**src/rtl/ddr_data_port.sv**
```systemverilog
// ddr_data_port: bridge between data_cache and the DDR burst controller.
//
// Accepts one block refill (read) or block write-back (write) request at a time from
// data_cache. Each request becomes a single fixed-length burst to the controller.
// Write-back has priority over refill when both are pending in IDLE.
//
// Ports
//   clk, rst                       system clock, asynchronous active-low reset
//   DATA_read_req/_addr            refill request (level) and start address
//   DATA_store_req/DATA_write_addr write-back request (level) and start address
//   DATA_to_ddr                    write data from data_cache, one cycle after pull strobe
//   DATA_to_cache                  read beat to data_cache
//   rd_cnt_data                    read beat counter (beat k is presented with count k+2)
//   rd_burst_data_valid            DATA_to_cache valid
//   wr_burst_data_req              pull strobe to data_cache
//   state_interface_module         current state encoding
//   ddr_rd_burst_*                 read burst request/address/length/data/valid/finish
//   ddr_wr_burst_*                 write burst request/address/length/data/pull/finish
module ddr_data_port #(
    parameter int unsigned DATA_WIDTH     = 16,
    parameter int unsigned DDR_ADDR_WIDTH = 28,
    parameter int unsigned BURST_LEN      = 16
) (
    input  logic                      clk,
    input  logic                      rst,
    // data_cache side
    input  logic                      DATA_read_req,
    input  logic                      DATA_store_req,
    input  logic [DDR_ADDR_WIDTH-1:0] DATA_read_addr,
    input  logic [DDR_ADDR_WIDTH-1:0] DATA_write_addr,
    input  logic [DATA_WIDTH-1:0]     DATA_to_ddr,
    output logic [DATA_WIDTH-1:0]     DATA_to_cache,
    output logic [9:0]                rd_cnt_data,
    output logic                      rd_burst_data_valid,
    output logic                      wr_burst_data_req,
    output logic [3:0]                state_interface_module,
    // controller read channel
    output logic                      ddr_rd_burst_req,
    output logic [DDR_ADDR_WIDTH-1:0] ddr_rd_burst_addr,
    output logic [9:0]                ddr_rd_burst_len,
    input  logic [DATA_WIDTH-1:0]     ddr_rd_burst_data,
    input  logic                      ddr_rd_burst_data_valid,
    input  logic                      ddr_rd_burst_finish,
    // controller write channel
    output logic                      ddr_wr_burst_req,
    output logic [DDR_ADDR_WIDTH-1:0] ddr_wr_burst_addr,
    output logic [9:0]                ddr_wr_burst_len,
    output logic [DATA_WIDTH-1:0]     ddr_wr_burst_data,
    input  logic                      ddr_wr_burst_data_req,
    input  logic                      ddr_wr_burst_finish
);

    typedef enum logic [3:0] {
        StIdle              = 4'd1,
        StMemReadData       = 4'd8,
        StMemWriteDataStore = 4'd9,
        StDone              = 4'd10
    } state_t;

    state_t state;

    assign state_interface_module = state;
    assign ddr_rd_burst_len       = 10'(BURST_LEN);
    assign ddr_wr_burst_len       = 10'(BURST_LEN);

    // The controller wants write data one cycle after its strobe, and data_cache supplies
    // data one cycle after its strobe, so both paths are plain combinational forwards.
    assign wr_burst_data_req = (state == StMemWriteDataStore) && ddr_wr_burst_data_req;
    assign ddr_wr_burst_data = (state == StMemWriteDataStore) ? DATA_to_ddr : '0;

    always_ff @(posedge clk or negedge rst) begin
        if (!rst) begin
            state               <= StIdle;
            DATA_to_cache       <= '0;
            rd_cnt_data         <= '0;
            rd_burst_data_valid <= 1'b0;
            ddr_rd_burst_req    <= 1'b0;
            ddr_rd_burst_addr   <= '0;
            ddr_wr_burst_req    <= 1'b0;
            ddr_wr_burst_addr   <= '0;
        end else begin
            case (state)
                StIdle: begin
                    rd_burst_data_valid <= 1'b0;
                    if (DATA_store_req) begin
                        ddr_wr_burst_addr <= DATA_write_addr;
                        ddr_wr_burst_req  <= 1'b1;
                        state             <= StMemWriteDataStore;
                    end else if (DATA_read_req) begin
                        ddr_rd_burst_addr <= DATA_read_addr;
                        ddr_rd_burst_req  <= 1'b1;
                        rd_cnt_data       <= 10'd1;
                        state             <= StMemReadData;
                    end
                end

                StMemReadData: begin
                    rd_burst_data_valid <= ddr_rd_burst_data_valid;
                    if (ddr_rd_burst_data_valid) begin
                        ddr_rd_burst_req <= 1'b0;
                        DATA_to_cache    <= ddr_rd_burst_data;
                        // Saturate so overlong bursts cannot wrap the count back to 0.
                        if (rd_cnt_data != 10'h3FF) begin
                            rd_cnt_data <= rd_cnt_data + 10'd1;
                        end
                    end
                    if (ddr_rd_burst_finish) begin
                        ddr_rd_burst_req <= 1'b0;
                        state            <= StDone;
                    end
                end

                StMemWriteDataStore: begin
                    rd_burst_data_valid <= 1'b0;
                    if (ddr_wr_burst_data_req || ddr_wr_burst_finish) begin
                        ddr_wr_burst_req <= 1'b0;
                    end
                    if (ddr_wr_burst_finish) begin
                        state <= StDone;
                    end
                end

                StDone: begin
                    rd_burst_data_valid <= 1'b0;
                    // Hold here until data_cache releases both requests so a request that
                    // is still high from the finished burst does not start another one.
                    if (!DATA_read_req && !DATA_store_req) begin
                        rd_cnt_data <= '0;
                        state       <= StIdle;
                    end
                end

                default: begin
                    state <= StIdle;
                end
            endcase
        end
    end

endmodule

```
**config.mk**
```make
export PLATFORM = sky130hd
export DESIGN_NAME = ddr_data_port
export DESIGN_NICKNAME = d
export VERILOG_FILES = /design/src/rtl/ddr_data_port.sv
export SDC_FILE = /design/constraint.sdc
export NUM_CORES = 1
export LEC_CHECK = 0
export CORE_UTILIZATION = 39
export CTS_CLUSTER_SIZE = 28
export DETAILED_ROUTE_END_ITERATION = 12
export PLACE_DENSITY_LB_ADDON = 0.05
export SYNTH_ARGS = -nofsm -noshare
export SYNTH_HDL_FRONTEND = slang
export SYNTH_SLANG_ARGS = --single-unit
```
**constraint.sdc**
```tcl
create_clock -name clk -period 2.3 [get_ports clk]
set_input_delay 0.345 -clock clk [delete_from_list [all_inputs] [get_ports clk]]
set_output_delay 0.345 -clock clk [all_outputs]
set_load 0.02 [all_outputs]
```
==> flow_summary.json, run 1 <==
{
  "final_cell_mix": "clkdlybuf4s50_1, dfrtp_1, mux2_2",
  "ioPinCount": 222,
  "tightest_slew_ns": 0.515,
  "p_clk_frac": 0.143,
  "wl_per_cell_um": 14.8,
  "rsz0062_at_grt": "no",
  "rows": 36,
  "setup_viol": 0,
  "clockRootBuffer": "clkbuf_8",
  "grt_pass1_wl_um": 15700,
  "p_int_w": 0.00509,
  "drive_gt1_frac": 0.169,
  "cts.sinks": 88,
  "status": "complete, no violations",
  "critPathCaptureType": "output pin",
  "p_switching_w": 0.00318,
  "final_area_um2": 6250,
  "cp_max_fo": 22,
  "die_area_um2": 10500,
  "slowest_delay_ns": 0.53,
  "post-route-period-util": 0.923,
  "io_buffers": 200,
  "period_needed_ns": 2.12,
  "skew_ns": 0.00460,
  "syn2layout_area_growth_pct": 59.1,
  "dr.first_iter.drc_count": 45,
  "insertion_delay_ns": 0.36,
  "netSwitchingFraction": 0.385,
  "fin_ws_ns": 0.177,
  "worstPathCellList": "nor2b_1 > buf_4 > and3_1 > dlygate4sd2_1",
  "grt_pass1_vias": 3130,
  "drt-vias-per-instance": 4.72,
  "gp_congestion": 0.771,
  "place_hpwl_um": 7500,
  "ant_nets": 0,
  "synth_cells": 336,
  "cts_tree": "yes",
  "seq_area_um2": 2200,
  "synth_seq_cells": 88,
  "hold_slack_ns": 0.457,
  "slew_violations": 0,
  "setup-tns-final_ns": 0,
  "required_ns": 1.96,
  "cp.arrival_ns": 1.78,
  "drc": 0,
  "vias": 3192,
  "cts.clk_slew.worst_paths_ns": 0.08,
  "power_density_nw_per_um2": 1320,
  "antenna_found_initial": 0,
  "fill_cells": 805,
  "p_seq_frac": 0.329,
  "numCtsBuffers": 9,
  "fin_nets": 635,
  "die-width_um": 102,
  "hp-class": "primary input to async pin",
  "fp.coreArea_um2": 9770,
  "synthesis.area_um2": 3930,
  "syn_avg_cell_area_um2": 11.7,
  "power_frac_comb": 0.528,
  "cellLeakagePower_nw": 2.84,
  "cts.path.max_buffers": 2,
  "place_area_um2": 6040,
  "first_pass_iters": 4,
  "power_w": 0.00828,
  "postRouteWirelength_um": 10000,
  "ir_drop_mv": 0.623,
  "synth_cell_types": 42,
  "finalHoldViolations": 0,
  "yosysSeqAreaShare": 0.561,
  "multi_input_area_um2": 1520,
  "grt.total_usage": 0.199,
  "grt_max_degree": 42,
  "slew_headroom": 0.653,
  "startpoint_type": "flip-flop",
  "critPathSlowestCell": "dfstp_2",
  "initial_utilization": 0.402,
  "ys.warnings.count": 0,
  "max_freq_ghz": 0.471,
  "grt.overflow.total": 0,
  "antenna_cells": 0,
  "maxCapViolCount": 0,
  "h-tree-depth": 3,
  "fp.dieH_um": 102,
  "worst-setup-path-type": "flip-flop to output pin",
  "final_common_cell": "clkdlybuf4s50_1",
  "pre_cts_ws_ns": 0.277
}
-- worst max-delay path, delay by kind of cell (launching register included) --
family	cells	cell delay, ns
and+or+nand+nor	2	0.30
buffers and inverters	2	0.58
DFF	1	0.53
-- what timing repair did --
action,CTS,global route
endpoints found under the setup margin,17,0
gates resized for setup,17,0
hold endpoints to repair,28,0
hold buffers,1,0
buffers inserted,0,0
-- per-stage QoR --
| stage | util | std cells |
|---|---|---|
| after floorplan | - | 355 |
| after global placement | 0.618 | 659 |
| after detailed placement | 0.618 | 659 |
| after CTS | 0.639 | 676 |
| after global routing | 0.639 | 676 |
| final | 0.639 | 676 |
-- sequential cells by signal, summed over array words and instances (netlist names) --
name,cells
rd_cnt_data,10
rd_burst_data_valid,1
ddr_wr_burst_req,1
DATA_to_cache,16
state_interface_module,3
ddr_rd_burst_req,1
ddr_rd_burst_addr,28
ddr_wr_burst_addr,28
-- power groups by stage --
stage / clock network [W] / registers [W] / logic, W
3_3_place_gp: 0 / 0.00270 / 0.00440
5_1_grt: 0.00127 / 0.00283 / 0.00466
4_1_cts: 0.00122 / 0.00273 / 0.00441
3_5_place_dp: 0 / 0.00275 / 0.00445
2_1_floorplan: 0 / 0.00358 / 0.00146
6_report: 0.00119 / 0.00272 / 0.00437
-- layer usage --
layer	track usage	vias to the layer above	share of wire
li1	-	1507	-
met1	0.233	1522	0.40
met2	0.320	139	0.48
met3	0.0725	24	0.086
met4	0.107	0	0.030
met5	0	-	0
-- worst paths after layout --
check,end,slack (ns),startpoint,cells past startpoint
max,ddr_wr_burst_data[2],0.18,state_interface_module[0]$_DFFE_PN1P_,4
min,rd_cnt_data[3]$_DFFE_PN0P_,0.46,rst,2
max reg2reg,rd_cnt_data[7]$_DFFE_PN0P_,0.38,state_interface_module[0]$_DFFE_PN1P_,6
min reg2reg,DATA_to_cache[6]$_DFFE_PN0P_,0.48,DATA_to_cache[6]$_DFFE_PN0P_,2
max in group asynchronous,ddr_wr_burst_addr[4]$_DFFE_PN0P_,1.24,rst,3
min in group clk,DATA_to_cache[6]$_DFFE_PN0P_,0.48,DATA_to_cache[6]$_DFFE_PN0P_,2
-- final cells by class --
class / instances / area share
tap: 133 / 0.0266
multi-input combinational: 218 / 0.243
clock inverter: 7 / 0.0150
timing repair buffer: 212 / 0.337
inverter: 9 / 0.00541
clock buffer: 9 / 0.0198
sequential: 88 / 0.353
-- cell usage after synthesis --
master	number	area, um^2
a21oi_2	1	8.76
ha_1	1	12.5
and3_1	18	113
o211a_1	1	10.0
o21ai_0	8	40.0
buf_6	1	11.3
mux2_2	57	642
conb_1	2	7.51
mux2_4	1	15.0
nor3b_2	1	12.5
a31oi_1	2	12.5
o211ai_1	3	22.5
clkbuf_1	8	30.0
nor4_1	1	6.26
or3b_1	1	8.76
nor4_4	1	21.3
nor2b_1	4	25.0
a41oi_1	1	8.76
dfstp_2	1	26.3
dfrtp_1	87	2180
o221ai_1	1	8.76
o2111ai_1	1	8.76
nor3b_1	2	15.0
buf_2	8	40.0
or4_1	1	7.51
a22oi_1	2	15.0
nand2_1	56	210
nand4_1	2	12.5
inv_1	9	33.8
buf_4	23	173
nand3_1	6	30.0
nand4bb_1	1	11.3
nor2_1	7	26.3
a21o_1	2	15.0
nor3_1	2	10.0
a21oi_1	3	15.0
o22ai_1	2	12.5
and2_0	1	6.26
mux2i_1	4	40.0
o2bb2ai_1	1	8.76
and4_1	1	8.76
a221oi_1	1	8.76
-- kinds of logic (layout without fill, tap and decap cells) --
group                    count (synthesis)  after routing  synth area share
AO/OA/AOI/OAI                           29             29            0.0497
adder cells (fa/ha/maj)                  1              1           0.00319
buffers and inverters                   49            237            0.0733
flip-flops                              88             88             0.561
multiplexers                            62             62             0.177
other                                    2             21           0.00191
AND/OR/NAND/NOR                        105            105             0.133
(Power assumes the default switching activity.)
==> run 2, diff against run 1 <==
--- a/config.mk
+++ b/config.mk
@@ -5,7 +5,7 @@
 export SDC_FILE = /design/constraint.sdc
 export NUM_CORES = 1
 export LEC_CHECK = 0
-export CORE_UTILIZATION = 39
+export CORE_UTILIZATION = 42
 export CTS_CLUSTER_SIZE = 28
 export DETAILED_ROUTE_END_ITERATION = 12
 export PLACE_DENSITY_LB_ADDON = 0.05
==> constraint.sdc (replaced) <==
create_clock -name clk -period 2.7 [get_ports clk]
set_input_delay 0.405 -clock clk [delete_from_list [all_inputs] [get_ports clk]]
set_output_delay 0.405 -clock clk [all_outputs]
set_load 0.02 [all_outputs]
==> flow_summary.json, run 2 (same netlist as run 1, synthesis figures left out) <==
{
  "gp_congestion": 0.853,
  "maxCapViolCount": 0,
  "io_buffers": 200,
  "drt-vias-per-instance": 4.97,
  "setup-tns-final_ns": 0,
  "numCtsBuffers": 9,
  "rows": 34,
  "final_common_cell": "clkdlybuf4s50_1",
  "finalHoldViolations": 0,
  "met2_length_um": 5360,
  "grt_pass1_wl_um": 16600,
  "post-route-period-util": 0.949,
  "grt.total_usage": 0.220,
  "power_density_nw_per_um2": 1140,
  "grt_pass1_vias": 3311,
  "cts_tree": "yes",
  "slew_violations": 0,
  "grt.overflow.total": 0,
  "cts.sinks": 88,
  "max_freq_ghz": 0.390,
  "skew_ns": 0.0103,
  "syn2layout_area_growth_pct": 57.6,
  "power_frac_comb": 0.525,
  "fp.coreArea_um2": 8890,
  "drc": 0,
  "cp.arrival_ns": 2.16,
  "antenna_found_initial": 0,
  "p_int_w": 0.00438,
  "drive_gt1_frac": 0.161,
  "wl_met1_um": 3950,
  "p_seq_frac": 0.332,
  "vias": 3217,
  "fin_ws_ns": 0.137,
  "ir_drop_mv": 0.602,
  "fin_nets": 631,
  "wl_per_cell_um": 16.0,
  "required_ns": 2.30,
  "tightest_slew_ns": 0.593,
  "p_switching_w": 0.00269,
  "cellLeakagePower_nw": 2.78,
  "startpoint_type": "flip-flop",
  "die_area_um2": 9740,
  "p_clk_frac": 0.143,
  "ant_nets": 0,
  "first_pass_iters": 4,
  "status": "complete, no violations",
  "h-tree-depth": 3,
  "rsz0062_at_grt": "no",
  "die-width_um": 98.7,
  "clockRootBuffer": "clkbuf_8",
  "postCtsHoldBufs": 0,
  "antenna_cells": 0,
  "cts_setup_buffers": 0,
  "final_cell_mix": "clkdlybuf4s50_1, dfrtp_1, mux2_2",
  "ioPinCount": 222,
  "grt_max_degree": 46,
  "worst-setup-path-type": "flip-flop to output pin",
  "hp-class": "primary input to async pin",
  "cp_max_fo": 22,
  "reg_top3": "ddr_rd_burst_addr x28, ddr_wr_burst_addr x28, DATA_to_cache x16",
  "wl_met3_um": 805,
  "netSwitchingFraction": 0.381,
  "dr.first_iter.drc_count": 131,
  "pre_cts_ws_ns": 0.504,
  "insertion_delay_ns": 0.35,
  "cts_resized": 0,
  "postRouteWirelength_um": 10300,
  "cts.clk_slew.worst_paths_ns": 0.09,
  "critPathCaptureType": "output pin",
  "highest_layer": "met4",
  "cts.path.max_buffers": 2,
  "setup_viol": 0,
  "slew_headroom": 0.605,
  "initial_utilization": 0.442,
  "place_hpwl_um": 7820,
  "period_needed_ns": 2.56,
  "fp.dieH_um": 98.7
}
-- run 2: changes by cell type in the layout (fill, tap and decap cells not counted), sizes merged --
cell           change
dlymetal6s2s       +2
clkinv             -2
dlygate4sd2       -17
clkdlybuf4s50     +15
clkbuf             +3
clkinvlp           -1
buf                -3
dlygate4sd3        -1
-- run 2: path summary, 6_finish.rpt --
path	startpoint	end	slack, ns	depth (start not counted)
max	state_interface_module[0]$_DFFE_PN1P_	ddr_wr_burst_data[5]	0.14	4
min	rst	ddr_rd_burst_addr[18]$_DFFE_PN0P_	0.06	1
max reg2reg	state_interface_module[0]$_DFFE_PN1P_	ddr_wr_burst_addr[12]$_DFFE_PN0P_	0.61	5
min reg2reg	DATA_to_cache[1]$_DFFE_PN0P_	DATA_to_cache[1]$_DFFE_PN0P_	0.48	2
max in group asynchronous	rst	state_interface_module[0]$_DFFE_PN1P_	1.95	2
min in group clk	DATA_to_cache[1]$_DFFE_PN0P_	DATA_to_cache[1]$_DFFE_PN0P_	0.48	2
-- run 2: worst max-delay path, stage by stage, from the launching register on --
cell,delay [ns]
dfstp_2,0.65
nor2b_1,0.16
buf_4,0.22
and3_1,0.18
clkdlybuf4s50_1,0.60
-- run 2: metal layers --
| layer | track usage | vias up |
|---|---|---|
| met1 | 0.250 | 1569 |
| li1 | - | 1497 |
| met2 | 0.386 | 134 |
| met4 | 0.0746 | 0 |
| met5 | 0 | - |
| met3 | 0.0759 | 17 |
-- run 2: through the flow --
| stage | cell area (um^2) | cells | total power [W] | utilization | hold WS, ns |
|---|---|---|---|---|---|
| final | 6190 | 647 | 0.00707 | 0.696 | 0.0593 |
| after CTS | 6180 | 647 | 0.00715 | 0.695 | 0.0685 |
| after global routing | 6190 | 647 | 0.00747 | 0.696 | 0.101 |
| after global placement | 5960 | 631 | 0.00601 | 0.671 | 0.453 |
| after floorplan | 4000 | 355 | 0.00429 | - | 0.109 |
| after detailed placement | 5960 | 631 | 0.00611 | 0.671 | 0.456 |
-- run 2: power groups by stage --
stage	Combinational [W]	Sequential, W	Clock, W
floorplan	0.00124	0.00305	0
global placement	0.00368	0.00233	0
detailed placement	0.00374	0.00237	0
CTS	0.00375	0.00235	0.00104
global route	0.00394	0.00243	0.00110
finish	0.00372	0.00235	0.00101
-- run 2: final cells by class --
class | count | area (um^2)
repair buffers | 208 | 2080
multi-input cells | 218 | 1520
flip-flops and latches | 88 | 2200
inverters | 9 | 33.8
well taps | 108 | 135
fillers | 673 | 2700
clock inverters | 4 | 76.3
clock buffers | 12 | 145
